===== src/rtl/uart_arb_pkg.sv =====
// Shared types and helpers for the UART transmit arbiter and related shared-resource controllers.
package uart_arb_pkg;

  localparam int MAX_REQ = 8;

  typedef enum logic [2:0] {
    IDLE  = 3'd0,
    LOAD  = 3'd1,
    PULSE = 3'd2,
    GUARD = 3'd3,
    WAIT  = 3'd4
  } arb_state_t;

  // Byte lane idx of a requester data bus zero-padded to MAX_REQ lanes.
  function automatic logic [7:0] get_byte(input logic [8*MAX_REQ-1:0] bus,
                                          input logic [2:0]           idx);
    return bus[{idx, 3'b000} +: 8];
  endfunction

endpackage


===== src/rtl/rr_pick.sv =====
// Combinational round-robin picker: the search starts one past last_gnt and wraps.
module rr_pick #(
  parameter int N_REQ = 4,
  parameter int GNT_W = 2
) (
  input  logic [N_REQ-1:0] req,
  input  logic [GNT_W-1:0] last_gnt,
  output logic [GNT_W-1:0] winner,
  output logic             any_req
);

  logic [N_REQ-1:0] rot;
  logic [GNT_W-1:0] sel;
  int               idx;
  int               offset;

  // Rotate so the preferred requester sits at bit 0, take the lowest set bit, then rotate back.
  always_comb begin
    rot    = '0;
    sel    = '0;
    idx    = 0;
    offset = 0;
    for (int k = 0; k < N_REQ; k++) begin
      idx = int'(last_gnt) + 1 + k;
      if (idx >= N_REQ) idx = idx - N_REQ;
      sel    = GNT_W'(idx);
      rot[k] = req[sel];
    end
    for (int k = N_REQ - 1; k >= 0; k--) begin
      if (rot[k]) offset = k;
    end
    idx = int'(last_gnt) + 1 + offset;
    if (idx >= N_REQ) idx = idx - N_REQ;
    winner = GNT_W'(idx);
  end

  assign any_req = |req;

endmodule


===== src/rtl/uart_tx_arbiter.sv =====
// Shares one UART transmitter among N_REQ byte streams, granting whole packets round-robin
// with a burst cap and an idle timeout, and sequencing the transceiver req/ready handshake.
module uart_tx_arbiter
  import uart_arb_pkg::*;
#(
  parameter int N_REQ        = 4,
  parameter int GNT_W        = 2,
  parameter int MAX_BURST    = 16,
  parameter int HOLD_TIMEOUT = 65535,
  parameter int TO_W         = 16
) (
  input  logic               clk,
  input  logic               rst_n,
  input  logic [8*N_REQ-1:0] in_data,
  input  logic [N_REQ-1:0]   in_valid,
  input  logic [N_REQ-1:0]   in_last,
  output logic [N_REQ-1:0]   in_ready,
  output logic [7:0]         tx_data,
  output logic               tx_req,
  input  logic               tx_ready,
  output logic [GNT_W-1:0]   grant,
  output logic               grant_valid,
  output logic               busy
);

  localparam int BURST_W = $clog2(MAX_BURST + 1);

  arb_state_t           state, state_nxt;
  logic [GNT_W-1:0]     grant_nxt, last_gnt, last_gnt_nxt, winner;
  logic                 grant_valid_nxt, any_req;
  logic                 pkt_end, pkt_end_nxt;
  logic                 tx_req_nxt, accept, release_grant;
  logic [BURST_W-1:0]   burst_ctr, burst_nxt;
  logic [TO_W-1:0]      to_ctr, to_nxt;
  logic [7:0]           tx_data_nxt, cur_byte;
  logic [8*MAX_REQ-1:0] data_pad;

  rr_pick #(
    .N_REQ (N_REQ),
    .GNT_W (GNT_W)
  ) u_pick (
    .req      (in_valid),
    .last_gnt (last_gnt),
    .winner   (winner),
    .any_req  (any_req)
  );

  always_comb begin
    data_pad                = '0;
    data_pad[8*N_REQ-1:0]   = in_data;
  end

  assign cur_byte = get_byte(data_pad, 3'(grant));

  always_ff @(posedge clk or negedge rst_n) begin
    if (!rst_n) begin
      state       <= IDLE;
      grant       <= '0;
      grant_valid <= 1'b0;
      last_gnt    <= GNT_W'(N_REQ - 1);
      burst_ctr   <= '0;
      to_ctr      <= '0;
      pkt_end     <= 1'b0;
      tx_data     <= 8'h00;
      tx_req      <= 1'b0;
    end else begin
      state       <= state_nxt;
      grant       <= grant_nxt;
      grant_valid <= grant_valid_nxt;
      last_gnt    <= last_gnt_nxt;
      burst_ctr   <= burst_nxt;
      to_ctr      <= to_nxt;
      pkt_end     <= pkt_end_nxt;
      tx_data     <= tx_data_nxt;
      tx_req      <= tx_req_nxt;
    end
  end

  // GUARD exists because the transceiver still shows ready for one cycle after the req pulse.
  always_comb begin
    state_nxt       = state;
    grant_nxt       = grant;
    grant_valid_nxt = grant_valid;
    last_gnt_nxt    = last_gnt;
    burst_nxt       = burst_ctr;
    to_nxt          = to_ctr;
    pkt_end_nxt     = pkt_end;
    tx_data_nxt     = tx_data;
    tx_req_nxt      = 1'b0;
    accept          = 1'b0;
    release_grant   = 1'b0;

    case (state)
      IDLE: begin
        if (any_req) begin
          grant_nxt       = winner;
          grant_valid_nxt = 1'b1;
          state_nxt       = LOAD;
        end
      end
      LOAD: begin
        if (in_valid[grant] && tx_ready) begin
          accept      = 1'b1;
          tx_data_nxt = cur_byte;
          tx_req_nxt  = 1'b1;
          burst_nxt   = burst_ctr + BURST_W'(1);
          pkt_end_nxt = in_last[grant];
          to_nxt      = '0;
          state_nxt   = PULSE;
        end else if (!in_valid[grant]) begin
          if (to_ctr == TO_W'(HOLD_TIMEOUT - 1)) begin
            release_grant = 1'b1;
          end else begin
            to_nxt = to_ctr + TO_W'(1);
          end
        end
      end
      PULSE: state_nxt = GUARD;
      GUARD: state_nxt = WAIT;
      WAIT: begin
        if (tx_ready) begin
          if (pkt_end || (burst_ctr == BURST_W'(MAX_BURST))) begin
            release_grant = 1'b1;
          end else begin
            state_nxt = LOAD;
          end
        end
      end
      default: state_nxt = IDLE;
    endcase

    if (release_grant) begin
      state_nxt       = IDLE;
      last_gnt_nxt    = grant;
      grant_valid_nxt = 1'b0;
      burst_nxt       = '0;
      to_nxt          = '0;
    end
  end

  assign in_ready = accept ? (N_REQ'(1) << grant) : '0;
  assign busy     = grant_valid;

endmodule


===== config.mk =====
export PLATFORM = sky130hd
export DESIGN_NAME = uart_tx_arbiter
export DESIGN_NICKNAME = d
export VERILOG_FILES = /design/src/rtl/uart_arb_pkg.sv /design/src/rtl/rr_pick.sv /design/src/rtl/uart_tx_arbiter.sv
export SDC_FILE = /design/constraint.sdc
export NUM_CORES = 1
export LEC_CHECK = 0
export CORE_MARGIN = 5
export CORE_UTILIZATION = 46
export CTS_BUF_LIST = sky130_fd_sc_hd__clkbuf_4 sky130_fd_sc_hd__clkbuf_8
export CTS_CLUSTER_DIAMETER = 60
export DETAILED_ROUTE_END_ITERATION = 10
export GPL_TIMING_DRIVEN = 0
export MAX_ROUTING_LAYER = met4
export PLACE_DENSITY = 0.78
export SLEW_MARGIN = 30
export SYNTH_ARGS = -nofsm -noshare
export SYNTH_HDL_FRONTEND = slang
export SYNTH_SLANG_ARGS = --single-unit

===== constraint.sdc =====
create_clock -name clk -period 2.7 [get_ports clk]
set_clock_uncertainty 0.2 [all_clocks]
set_input_delay 0.675 -clock clk [delete_from_list [all_inputs] [get_ports clk]]
set_output_delay 0.675 -clock clk [all_outputs]
set_load 0.02 [all_outputs]

== Word level (Yosys, flattened, before mapping) ==
Index checks and enable logic that the tools add are counted.

* Input port bits: 43
* Output and inout port bits: 17
* Register bits after elaboration: 39
* Logic and storage cells: 106

* Add/subtract/negate cells: 12
* Muxes and demuxes: 47
* Reductions and logical operators: 14
* Eq/ne operators: 12
* Order comparisons: 10
* Shift-type cells: 2

{| class="wikitable"
|+ Operators by type and width
! kind !! count
|-
| greater-or-equal comparator 32 x 4 -> 1 bit, second input constant || 4
|-
| 2-to-1 mux 16 bit || 5
|-
| indexed part select 64 x 6 -> 8 bit || 1
|-
| 2-to-1 mux 2 bit || 9
|-
| adder 16 x 1 -> 16 bit, second input constant || 1
|-
| equality test 16 bit, second input constant || 1
|-
| 2-to-1 mux 1 bit || 16
|-
| < comparator 2 x 3 -> 1 bit, second input constant || 5
|-
| 2-to-1 mux 3 bit || 5
|-
| 2-to-1 mux 5 bit || 3
|-
| inequality test 3 bit, second input constant || 5
|-
| case mux 3 bit (5 select lines) || 1
|-
| binary-select mux 1 bit (select 2 bit) || 6
|-
| subtractor 2 x 1 -> 2 bit, second input constant || 5
|-
| adder 3 x 2 -> 4 bit, second input constant || 2
|-
| AND reduction 2 bit || 4
|-
| nonzero test 2 bit || 4
|-
| equality test 3 x 2 -> 1 bit, second input constant || 2
|-
| adder 5 x 1 -> 5 bit, second input constant || 1
|-
| equality test 5 bit, second input constant || 1
|-
| adder 3 x 1 -> 4 bit, second input constant || 1
|-
| adder 3 x 2 -> 4 bit || 1
|-
| 2-to-1 mux 4 bit || 1
|-
| AND reduction 4 bit || 1
|-
| other kinds (12) || 12
|}

== Longest topological paths before layout ==
Gate-level depths: netlist (run 1).

* Depth in word-level cells: 13
* Mapped depth: 9

== Modules after synthesis ==
Synthesis (run 1) repeated with hierarchy kept, for this count alone.

* Cell total of the unflattened synthesis: 261
* Area, all modules: 2,506.2 um^2

{| class="wikitable"
|+ By module, submodules not included
! module !! cells each !! area an instance (um^2) !! instances
|-
| uart_tx_arbiter || 235 || 2,306.0 || 1
|-
| rr_pick || 26 || 200.2 || 1
|}

== Least setup slack after synthesis (run 1) ==
Ideal clock, no wire load.

* Kind: input to output
* From: input port in_valid[3]
* To: output port in_ready[0]
* Slack: -259 ps
* Stages on the path: 6
* Arrival time: 2,084 ps
* Cell sequence: buf_2 mux4_2 and2_1 nand2_1 clkbuf_1 nor3_1

* Longest elaborated chain between the ends: 6

{| class="wikitable"
|+ RTL lines
! what !! line !! text
|-
| from (decl) || uart_tx_arbiter.sv:15 || <nowiki>input logic [N_REQ-1:0] in_valid,</nowiki>
|-
| binary-select mux 1 bit (select 2 bit) || uart_tx_arbiter.sv:102 || <nowiki>if (in_valid[grant] && tx_ready) begin</nowiki>
|-
| 2-to-1 mux 1 bit (not written as such) || uart_tx_arbiter.sv:102 ||
|-
| logical AND 1 bit || uart_tx_arbiter.sv:102 ||
|-
| 2-to-1 mux 1 bit || uart_tx_arbiter.sv:102 ||
|-
| 2-to-1 mux 1 bit || uart_tx_arbiter.sv:93 || <nowiki>case (state)</nowiki>
|-
| 2-to-1 mux 4 bit || uart_tx_arbiter.sv:141 || <nowiki>assign in_ready = accept ? (N_REQ'(1) << grant) : '0;</nowiki>
|-
| to (decl) || uart_tx_arbiter.sv:17 || <nowiki>output logic [N_REQ-1:0] in_ready,</nowiki>
|}

Every way passes these cells. The select of a mux whose other input is x is not followed.

== Final worst setup path (run 1) ==
* From: input port in_valid[2]
* To: output port in_ready[3]

Same word-level chain as after synthesis.

==> results of run 1 <==
-- routing by layer --
layer  GRT usage (%)  share of wire [%]  routed length [um]
met1           24.20                 40                2693
met5               -                  0                   0
met2           35.86                 53                3523
met4           8.470                3.5                 233
met3           3.564                3.5                 235
-- state kept, by name, indices dropped and copies added, names as in the netlist --
| name | count |
|---|---|
| busy | 1 |
| burst_ctr | 5 |
| tx_req | 1 |
| grant | 2 |
| tx_data | 8 |
| state | 3 |
| last_gnt | 2 |
| to_ctr | 16 |
| pkt_end | 1 |
-- repair_timing --
| action | 4_1_cts | 5_1_grt |
|---|---|---|
| pin swaps | 1 | 2 |
| buffers inserted | 8 | 3 |
| endpoints found under the setup margin | 30 | 21 |
| resized for setup | 43 | 16 |
-- stage by stage --
stage / TNS [ns] / utilization [%]
after floorplan: -0.02766 / -
after global placement: -25.96 / 60.93
after detailed placement: -17.28 / 61.37
after CTS: -0.3207 / 65.14
after global routing: -0.4261 / 66.53
final: -0.2394 / 66.53
-- cells by family (layout without fill, tap and decap cells) --
family / count (synthesis) / in the layout / share of synthesized area [%]
AO/OA/AOI/OAI: 52 / 52 / 13.55
flip-flops: 39 / 39 / 39.98
AND/OR/NAND/NOR: 119 / 119 / 23.98
buffers and inverters: 27 / 104 / 5.419
XOR/XNOR: 7 / 7 / 2.505
adder cells (fa/ha/maj): 5 / 5 / 2.556
multiplexers: 16 / 16 / 12.01
-- final timing paths --
kind | start | cells after the start | slack [ns] | to
worst min-delay path | rst_n | 1 | 0.13 | grant[0]
min in group clk | tx_data[3] | 2 | 0.28 | tx_data[3]
max in group asynchronous | rst_n | 2 | 1.70 | tx_data[3]
worst max register to register | grant[1] | 7 | 0.16 | to_ctr[9]
worst max-delay path | in_valid[2] | 7 | -0.10 | in_ready[3]
worst min register to register | tx_data[3] | 2 | 0.28 | tx_data[3]
-- power by group --
group	internal, W	total [W]	switching (W)
logic	0.000803	0.00167	0.000870
clock network	0.000201	0.000395	0.000193
registers	0.000772	0.000941	0.000169
-- area by class of cell --
class	count	share of cell area [%]
Multi-Input combinational cell	199	41.31
Clock inverter	1	0.1464
Sequential cell	39	28.61
Inverter	9	1.207
Tap cell	70	2.561
Buffer	18	4.171
Timing Repair Buffer	69	19.54
Clock buffer	7	2.452
-- cells in the final DEF (no fill, tap or decap), types with 3 or more instances in the layout --
master	synthesis	layout
o21ai_0	9	9
nand2_1	52	50
o31ai_1	6	6
clkdlybuf4s50_1	0	49
or3_1	4	4
dfrtp_1	37	37
xnor2_1	3	3
nand3_1	10	10
inv_1	8	8
buf_6	3	7
nor2_1	17	16
ha_1	5	5
xor2_1	4	4
buf_2	3	3
buf_4	1	14
mux4_2	10	10
a311oi_1	4	4
clkbuf_1	8	5
nand4_1	5	5
clkbuf_4	0	3
or4_1	7	7
mux2_2	3	3
and4_1	3	3
nor2b_1	4	4
clkbuf_8	0	6
clkbuf_2	1	4
a21oi_1	19	19
==> impl_metrics.csv, run 1 <==
group,metric,value,unit
run_status,status,"finished, violations left",
run_status,violations,"setup timing",
die,fp.dieH,82.94,um
synth,synth_area_leaders,"dfrtp_1 38%, mux4_2 9.2%, nand2_1 8.0%, a21oi_1 3.9%, nor2_1 2.6%",
die,num_rows,26,
timing,worst_pin_slew,0.4785,ns
setup_path,max_stage_delay,0.48,ns
clock_tree,cts_sinks,39,
timing,period_share,103.8,%
power,powerDensity,880.1,mW/mm^2
place,place_inst,393,
clock_tree,htree_num_levels,2,
drt,wirelength,6.685,mm
setup_path,worstPathArrival,1.93,ns
final_layout,nets,389,
global_route,gr-total-overflow,0,
synth,synth_common_cells,"52 x nand2_1, 37 x dfrtp_1, 19 x a21oi_1, 17 x nor2_1",
timing,max_freq,356.7,MHz
die,die_area,0.006879,sq mm
setup_path,crit_slowest_cell,"mux4_2",
die,core_area,0.005140,sq mm
place,pre_cts_ws,-1.104,ns
synth,yosys.area.top_type,"dfrtp_1",
setup_path,crit_required,1.82,ns
timing,grt_setup_unrepaired,"yes",
final_layout,multiInputGateArea,0.001413,sq mm
timing,setup_viol,3,
drt,wl_per_cell,16.23,um
clock_tree,ctsLongestPathBuffers,2,
clock_tree,clk_latency,0.29,ns
setup_path,crit_family,"multiplexers",
drt,vias,2289,
timing,hold_violations,0,
power,p_total,0.003010,W
place,dpl.hpwl,4.916,mm
run,cap_viol_max_count,0,
synth,yosysMostFrequentCell,"nand2_1",
power,p_leak,1.442,nW
drt,avgViaCountPerCell,5.556,
synth,syn_inst,265,
clock_tree,root_buffer,"clkbuf_8",
setup_path,crit_chain,"buf_4, mux4_2, and2_4, nand2_8, inv_8, and3_4, buf_6",
synth,synth.top_cell.area_share,37.83,%
drt,initialDrtViolationCount,118,
clock_tree,cts_inserted_buffers,5,
synth,synthesis.area,0.002447,sq mm
synth,synth_area_per_cell,9.235,sq um
timing,report.final.slew_viol_count,0,
synth,syn-num-nets,313,
synth,synth_warnings,0,
timing,holdWs,0.1340,ns
clock_tree,clk_pin_slew_worst_paths,0.08,ns
setup_path,timing.critical_path.buf_inv,3,
drt,drc_errors,0,
timing,slew_headroom,68.10,%
synth,yosysUniqueCellTypes,50,
place,gp_congestion,0.8442,
final_layout,drive_gt1_share,20.47,%
timing,setup_slack,-0.1032,ns
power,peakVddDrop,0.6339,mV
synth,ys_async_sr_fraction,100.0,%
timing,post-route-min-period,2.803,ns
synth,synth.ff_latch_count,39,
die,io_pins,60,
global_route,grt_pass1_vias,2377,
synth,synth_ff_type,"dfrtp_1",
setup_path,startpoint_type,"primary input",
final_layout,fill_cells,440,
die,initial_core_util,47.61,%
final_layout,seq_area,978.4,sq um
final_layout,area_delta_synth_final,39.72,%
clock_tree,ctsHoldBuffers,0,
final_layout,layout.cells.non_filler,412,
die,die_w,82.94,um
synth,synth_seq_area_share,39.98,%
setup_path,crit_type,"primary input to primary output",
global_route,antenna_found_initial,0,
setup_path,end_kind,"primary output",
global_route,grt_pass1_wl,11.50,mm
drt,firstDrtPassIters,4,
synth,synth_edf_count,0,
final_layout,n_antenna_cell,0,
place,io_buffers,57,
place,place_area,0.003154,sq mm
global_route,gr-usage-all-layers,20.88,%
final_layout,finish.instance_area,0.003420,sq mm
setup_path,worstPathMaxFanout,7,
min_path,hp-class,"primary input to async pin",
global_route,grt_max_degree,22,
drt,ant_nets,0,
clock_tree,cts_tree,"done",
No activity file was read; power rests on OpenSTA's default activity.
==> run 2: changes to the inputs <==
--- a/config.mk
+++ b/config.mk
@@ -5,7 +5,6 @@
 export SDC_FILE = /design/constraint.sdc
 export NUM_CORES = 1
 export LEC_CHECK = 0
-export CORE_MARGIN = 5
 export CORE_UTILIZATION = 46
 export CTS_BUF_LIST = sky130_fd_sc_hd__clkbuf_4 sky130_fd_sc_hd__clkbuf_8
 export CTS_CLUSTER_DIAMETER = 60
==> run 2 against run 1 <==
The run still ends with setup timing left. Total power up 2.8%. Sequential share of layout area down 0.24 points. Clock power up 24%. Register-to-register slack worse by 0.02 ns. Worst hold slack worse by 0.0043 ns. Fmax down 0.11%. Core utilization up 0.99 points. Critical path depth unchanged. Highest routed layer unchanged.
==> impl_metrics.csv, run 2 (same netlist as run 1, synthesis figures left out) <==
group,metric,value,unit
timing,post-route-min-period,2.806,ns
clock_tree,cts_inserted_buffers,5,
clock_tree,cts_tree,"done",
run,cap_viol_max_count,0,
clock_tree,root_buffer,"clkbuf_8",
timing,grt_setup_unrepaired,"yes",
timing,setup_viol,4,
setup_path,end_kind,"primary output",
global_route,gr-usage-all-layers,25.55,%
power,p_total,0.003094,W
setup_path,path_depth,7,
final_layout,area_delta_synth_final,40.90,%
die,die_area,0.005616,sq mm
timing,setup_slack,-0.1062,ns
setup_path,worstPathArrival,1.93,ns
place,dpl.hpwl,4.697,mm
setup_path,crit_required,1.82,ns
drt,avgViaCountPerCell,5.760,
final_layout,layout.cells.non_filler,412,
global_route,antenna_found_initial,0,
final_layout,drive_gt1_share,19.59,%
timing,worst_pin_slew,0.7140,ns
final_layout,finish.utilization,67.52,%
run_status,violations,"setup timing",
global_route,grt_pass1_wl,10.39,mm
die,initial_core_util,47.92,%
final_layout,n_antenna_cell,0,
timing,holdWs,0.1297,ns
clock_tree,ctsLongestPathBuffers,2,
timing,hold_violations,0,
timing,slew_headroom,52.40,%
setup_path,startpoint_type,"primary input",
clock_tree,clk_pin_slew_worst_paths,0.08,ns
place,gp_congestion,0.8536,
final_layout,largestRegisters,"to_ctr: 16 flops, tx_data: 8 flops, burst_ctr: 5 flops",
setup_path,crit_family,"multiplexers",
run_status,status,"finished, violations left",
drt,ant_nets,0,
die,io_pins,60,
setup_path,crit_type,"primary input to primary output",
drt,vias,2373,
drt,wl_per_cell,15.45,um
die,num_rows,26,
die,die_w,74.94,um
setup_path,timing.critical_path.buf_inv,3,
timing,max_freq,356.3,MHz
die,core_area,0.005107,sq mm
global_route,gr-total-overflow,0,
place,io_buffers,57,
drt,initialDrtViolationCount,123,
power,powerDensity,897.3,mW/mm^2
setup_path,max_stage_delay,0.50,ns
final_layout,mostFrequentLayoutCells,"50 x nand2_1, 49 x clkdlybuf4s50_1, 37 x dfrtp_1, 19 x a21oi_1, 16 x nor2_1",
die,fp.dieH,74.94,um
power,p_leak,1.446,nW
final_layout,largest_reg_flops,16,
final_layout,mostFrequentLayoutCell,"nand2_1",
drt,wirelength,6.367,mm
global_route,grt_max_degree,21,
final_layout,nets,389,
clock_tree,clk_latency,0.30,ns
min_path,hp-class,"primary input to async pin",
drt,drc_errors,0,
final_layout,multiInputGateArea,0.001413,sq mm
setup_path,worstPathMaxFanout,9,
place,place_inst,393,
timing,report.final.slew_viol_count,0,
final_layout,fill_cells,411,
timing,period_share,103.9,%
setup_path,r2r_cells,6,
setup_path,crit_slowest_cell,"mux4_2",
clock_tree,htree_num_levels,2,
drt,firstDrtPassIters,4,
final_layout,regMostFlops,"to_ctr",
setup_path,crit_chain,"buf_8, mux4_2, and2_4, nand2_8, inv_8, and3_4, buf_6",
power,peakVddDrop,0.5297,mV
final_layout,seq_area,978.4,sq um
global_route,grt_pass1_vias,2255,
clock_tree,ctsHoldBuffers,0,
clock_tree,cts_sinks,39,
==> run 2: cell types whose count changed in the layout (fill, tap and decap cells not counted), sizes merged <==
| cell | before | now |
|---|---|---|
| buf | 25 | 29 |
| bufinv | 0 | 1 |
| clkinv | 1 | 2 |
| clkbuf | 19 | 13 |
==> run 2: layout make-up <==
class / instances / share of cell area (%)
multi-input cells: 199 / 40.96
flip-flops and latches: 39 / 28.37
repair buffers: 70 / 19.88
plain buffers: 17 / 3.774
well taps: 70 / 2.540
clock buffers: 5 / 1.996
clock inverters: 3 / 1.270
inverters: 9 / 1.197
==> run 2: what timing repair did <==
action	CTS	global route
setup endpoints to repair	24	18
gates resized for setup	44	16
buffers inserted	9	3
pin swaps	0	2
==> run 2: metrics by stage <==
step / cell area [sq um] / setup slack, ns / setup TNS [ns]
floorplan: 2474 / -0.02506 / -0.02766
global placement: 3132 / -1.085 / -23.38
detailed placement: 3154 / -1.094 / -16.69
CTS: 3388 / -0.1187 / -0.3170
global route: 3448 / -0.1282 / -0.4010
finish: 3448 / -0.1062 / -0.3002
==> run 2: worst paths after layout <==
check | start | endpoint | slack [ns]
setup reg to reg | grant[0] | to_ctr[12] | 0.14
max in group asynchronous | rst_n | last_gnt[1] | 1.61
setup / recovery | in_valid[3] | in_ready[3] | -0.11
min in group clk | tx_data[2] | tx_data[2] | 0.28
hold / removal | rst_n | to_ctr[8] | 0.13
hold reg to reg | tx_data[2] | tx_data[2] | 0.28
==> run 2: routing by layer <==
layer / GRT usage [%] / wire (um) / vias up
li1: - / - / 1110
met1: 30.36 / 2633 / 1181
met2: 43.64 / 3289 / 69
met3: 5.355 / 277 / 13
met4: 7.547 / 167 / 0
met5: - / 0 / -
==> run 2: where the power goes <==
| group | internal [W] | switching, W | total, W |
|---|---|---|---|
| clock | 0.000275 | 0.000214 | 0.000489 |
| sequential | 0.000772 | 0.000172 | 0.000944 |
| combinational | 0.000796 | 0.000866 | 0.00166 |
==> run 3: changes to the inputs <==
--- a/config.mk
+++ b/config.mk
@@ -5,13 +5,15 @@
 export SDC_FILE = /design/constraint.sdc
 export NUM_CORES = 1
 export LEC_CHECK = 0
-export CORE_UTILIZATION = 46
+export CELL_PAD_IN_SITES_DETAIL_PLACEMENT = 0
+export CELL_PAD_IN_SITES_GLOBAL_PLACEMENT = 1
+export CORE_UTILIZATION = 29
 export CTS_BUF_LIST = sky130_fd_sc_hd__clkbuf_4 sky130_fd_sc_hd__clkbuf_8
 export CTS_CLUSTER_DIAMETER = 60
 export DETAILED_ROUTE_END_ITERATION = 10
 export GPL_TIMING_DRIVEN = 0
 export MAX_ROUTING_LAYER = met4
-export PLACE_DENSITY = 0.78
+export PLACE_DENSITY_LB_ADDON = 0.1
 export SLEW_MARGIN = 30
 export SYNTH_ARGS = -nofsm -noshare
 export SYNTH_HDL_FRONTEND = slang
==> run 3 against run 2 <==
The run still ends with setup timing left. Routed wire length increased by 8.2%. Via count down 5.5%. Total power increased by 0.38%. Fmax down 0.12%. Sequential cell count unchanged. Critical endpoint is now in_ready[0].
==> impl_metrics.csv, run 3 (same netlist as run 1, synthesis figures left out) <==
group,metric,value,unit
final_layout,mostFrequentLayoutCells,"50 x nand2_1, 49 x clkdlybuf4s50_1, 37 x dfrtp_1, 19 x a21oi_1",
drt,vias,2243,
clock_tree,htree_num_levels,2,
clock_tree,clk_latency,0.30,ns
power,peakVddDrop,0.3845,mV
power,p_clk_share,16.8,%
setup_path,worstPathArrival,1.93,ns
setup_path,r2r_setup_slack,0.12,ns
setup_path,worstPathMaxFanout,7,
place,dpl.hpwl,4.964,mm
clock_tree,root_buffer,"clkbuf_8",
clock_tree,clk_pin_slew_worst_paths,0.08,ns
clock_tree,ctsHoldBuffers,0,
global_route,use_met2,26.76,%
die,die_area,0.008811,sq mm
timing,holdWs,0.1503,ns
global_route,antenna_found_initial,0,
power,seqPwrFrac,30.2,%
global_route,grt_max_degree,40,
timing,period_share,104.1,%
global_route,use_met1,23.04,%
global_route,grt_pass1_wl,11.29,mm
clock_tree,cts_sinks,39,
die,initial_core_util,29.94,%
final_layout,regMostFlops,"to_ctr",
place,io_buffers,57,
final_layout,largestRegisters,"to_ctr: 16 flops, tx_data: 8 flops, burst_ctr: 5 flops",
global_route,grt_pass1_vias,2149,
timing,hold_violations,0,
run_status,status,"finished, violations left",
die,io_pins,60,
drt,firstDrtPassIters,5,
drt,wl_per_cell,15.48,um
power,power_switching,0.001243,W
drt,avgViaCountPerCell,5.040,
drt,drc_errors,0,
final_layout,area_delta_synth_final,41.05,%
timing,worst_pin_slew,0.6514,ns
die,num_rows,33,
place,pre_cts_ws,-1.154,ns
global_route,gr-usage-all-layers,17.31,%
setup_path,r2r_cells,8,
final_layout,nets,387,
drt,initialDrtViolationCount,69,
clock_tree,cts_inserted_buffers,5,
setup_path,startpoint_type,"primary input",
timing,setup_viol,4,
timing,report.final.slew_viol_count,0,
min_path,hp-class,"primary input to async pin",
timing,post-route-min-period,2.810,ns
setup_path,crit_type,"primary input to primary output",
power,p_sw_share,40.03,%
power,p_leak,1.431,nW
final_layout,mostFrequentLayoutCell,"nand2_1",
timing,grt_setup_unrepaired,"yes",
clock_tree,ctsLongestPathBuffers,2,
global_route,gr-total-overflow,0,
timing,slew_headroom,56.57,%
place,gp_congestion,0.7224,
final_layout,n_antenna_cell,0,
die,die_w,93.87,um
drt,wirelength,6.890,mm
power,pwr-share-comb,53.0,%
timing,setup_slack,-0.1096,ns
global_route,top_usage_layer,"met2",
run_status,violations,"setup timing",
run,cap_viol_max_count,0,
timing,setup_tns,-0.3869,ns
die,core_area,0.008175,sq mm
final_layout,finish.utilization,42.23,%
setup_path,end_kind,"primary output",
setup_path,crit_required,1.82,ns
power,internal_power,0.001863,W
timing,max_freq,355.9,MHz
drt,ant_nets,0,
power,powerDensity,899.8,mW/mm^2
die,fp.dieH,93.87,um
final_layout,largest_reg_flops,16,
clock_tree,cts_tree,"done",
global_route,gr-usage-met3,3.074,%
final_layout,drive_gt1_share,19.41,%
run 3: layout make-up:
type | count | area, sq um
inverter | 9 | 41.29
tap | 105 | 131.4
timing repair buffer | 67 | 638.1
clock buffer | 6 | 82.58
multi-input combinational | 199 | 1405
fill | 804 | 4723
buffer | 18 | 140.1
clock inverter | 2 | 35.03
sequential | 39 | 978.4
run 3: through the flow:
step,cells,total power (W),cell area [sq um]
after global placement,427,0.002442,3176
after global routing,445,0.003345,3452
after detailed placement,427,0.002452,3173
after floorplan,265,0.001929,2474
after CTS,442,0.003094,3397
final,445,0.003106,3452
run 3: critical path, stage by stage:
cell and delay [ns]:
buf_4 0.14, mux4_2 0.48, and2_4 0.20, nand2_8 0.09
clkbuf_16 0.13, nor3_2 0.03, buf_4 0.18
run 3: final timing paths:
| kind | start | to |
|---|---|---|
| min in group clk | tx_data[5] | tx_data[5] |
| worst min register to register | tx_data[5] | tx_data[5] |
| worst min-delay path | rst_n | tx_data[0] |
| worst max-delay path | in_valid[1] | in_ready[0] |
| max in group asynchronous | rst_n | last_gnt[1] |
| worst max register to register | burst_ctr[0] | to_ctr[5] |
run 3: timing repair:
| item | in CTS | in global routing |
|---|---|---|
| gates resized for setup | 47 | 8 |
| buffers inserted | 7 | 3 |
| endpoints found under the setup margin | 30 | 16 |
| pin swaps | 1 | 1 |
run 3: power groups by stage:
| stage | Sequential (W) | Combinational, W | Clock (W) |
|---|---|---|---|
| 3_5_place_dp | 0.000941 | 0.00151 | 0 |
| 5_1_grt | 0.000969 | 0.00181 | 0.000569 |
| 2_1_floorplan | 0.00100 | 0.000928 | 0 |
| 3_3_place_gp | 0.000936 | 0.00151 | 0 |
| 6_report | 0.000939 | 0.00165 | 0.000522 |
| 4_1_cts | 0.000933 | 0.00162 | 0.000539 |
run 3: metal layers:
metal / share of wire, % / vias up / routed length [um]
met1: 47 / 1087 / 3264
li1: - / 1109 / -
met3: 2.8 / 11 / 192
met5: 0 / - / 0
met2: 48 / 36 / 3309
met4: 1.8 / 0 / 123
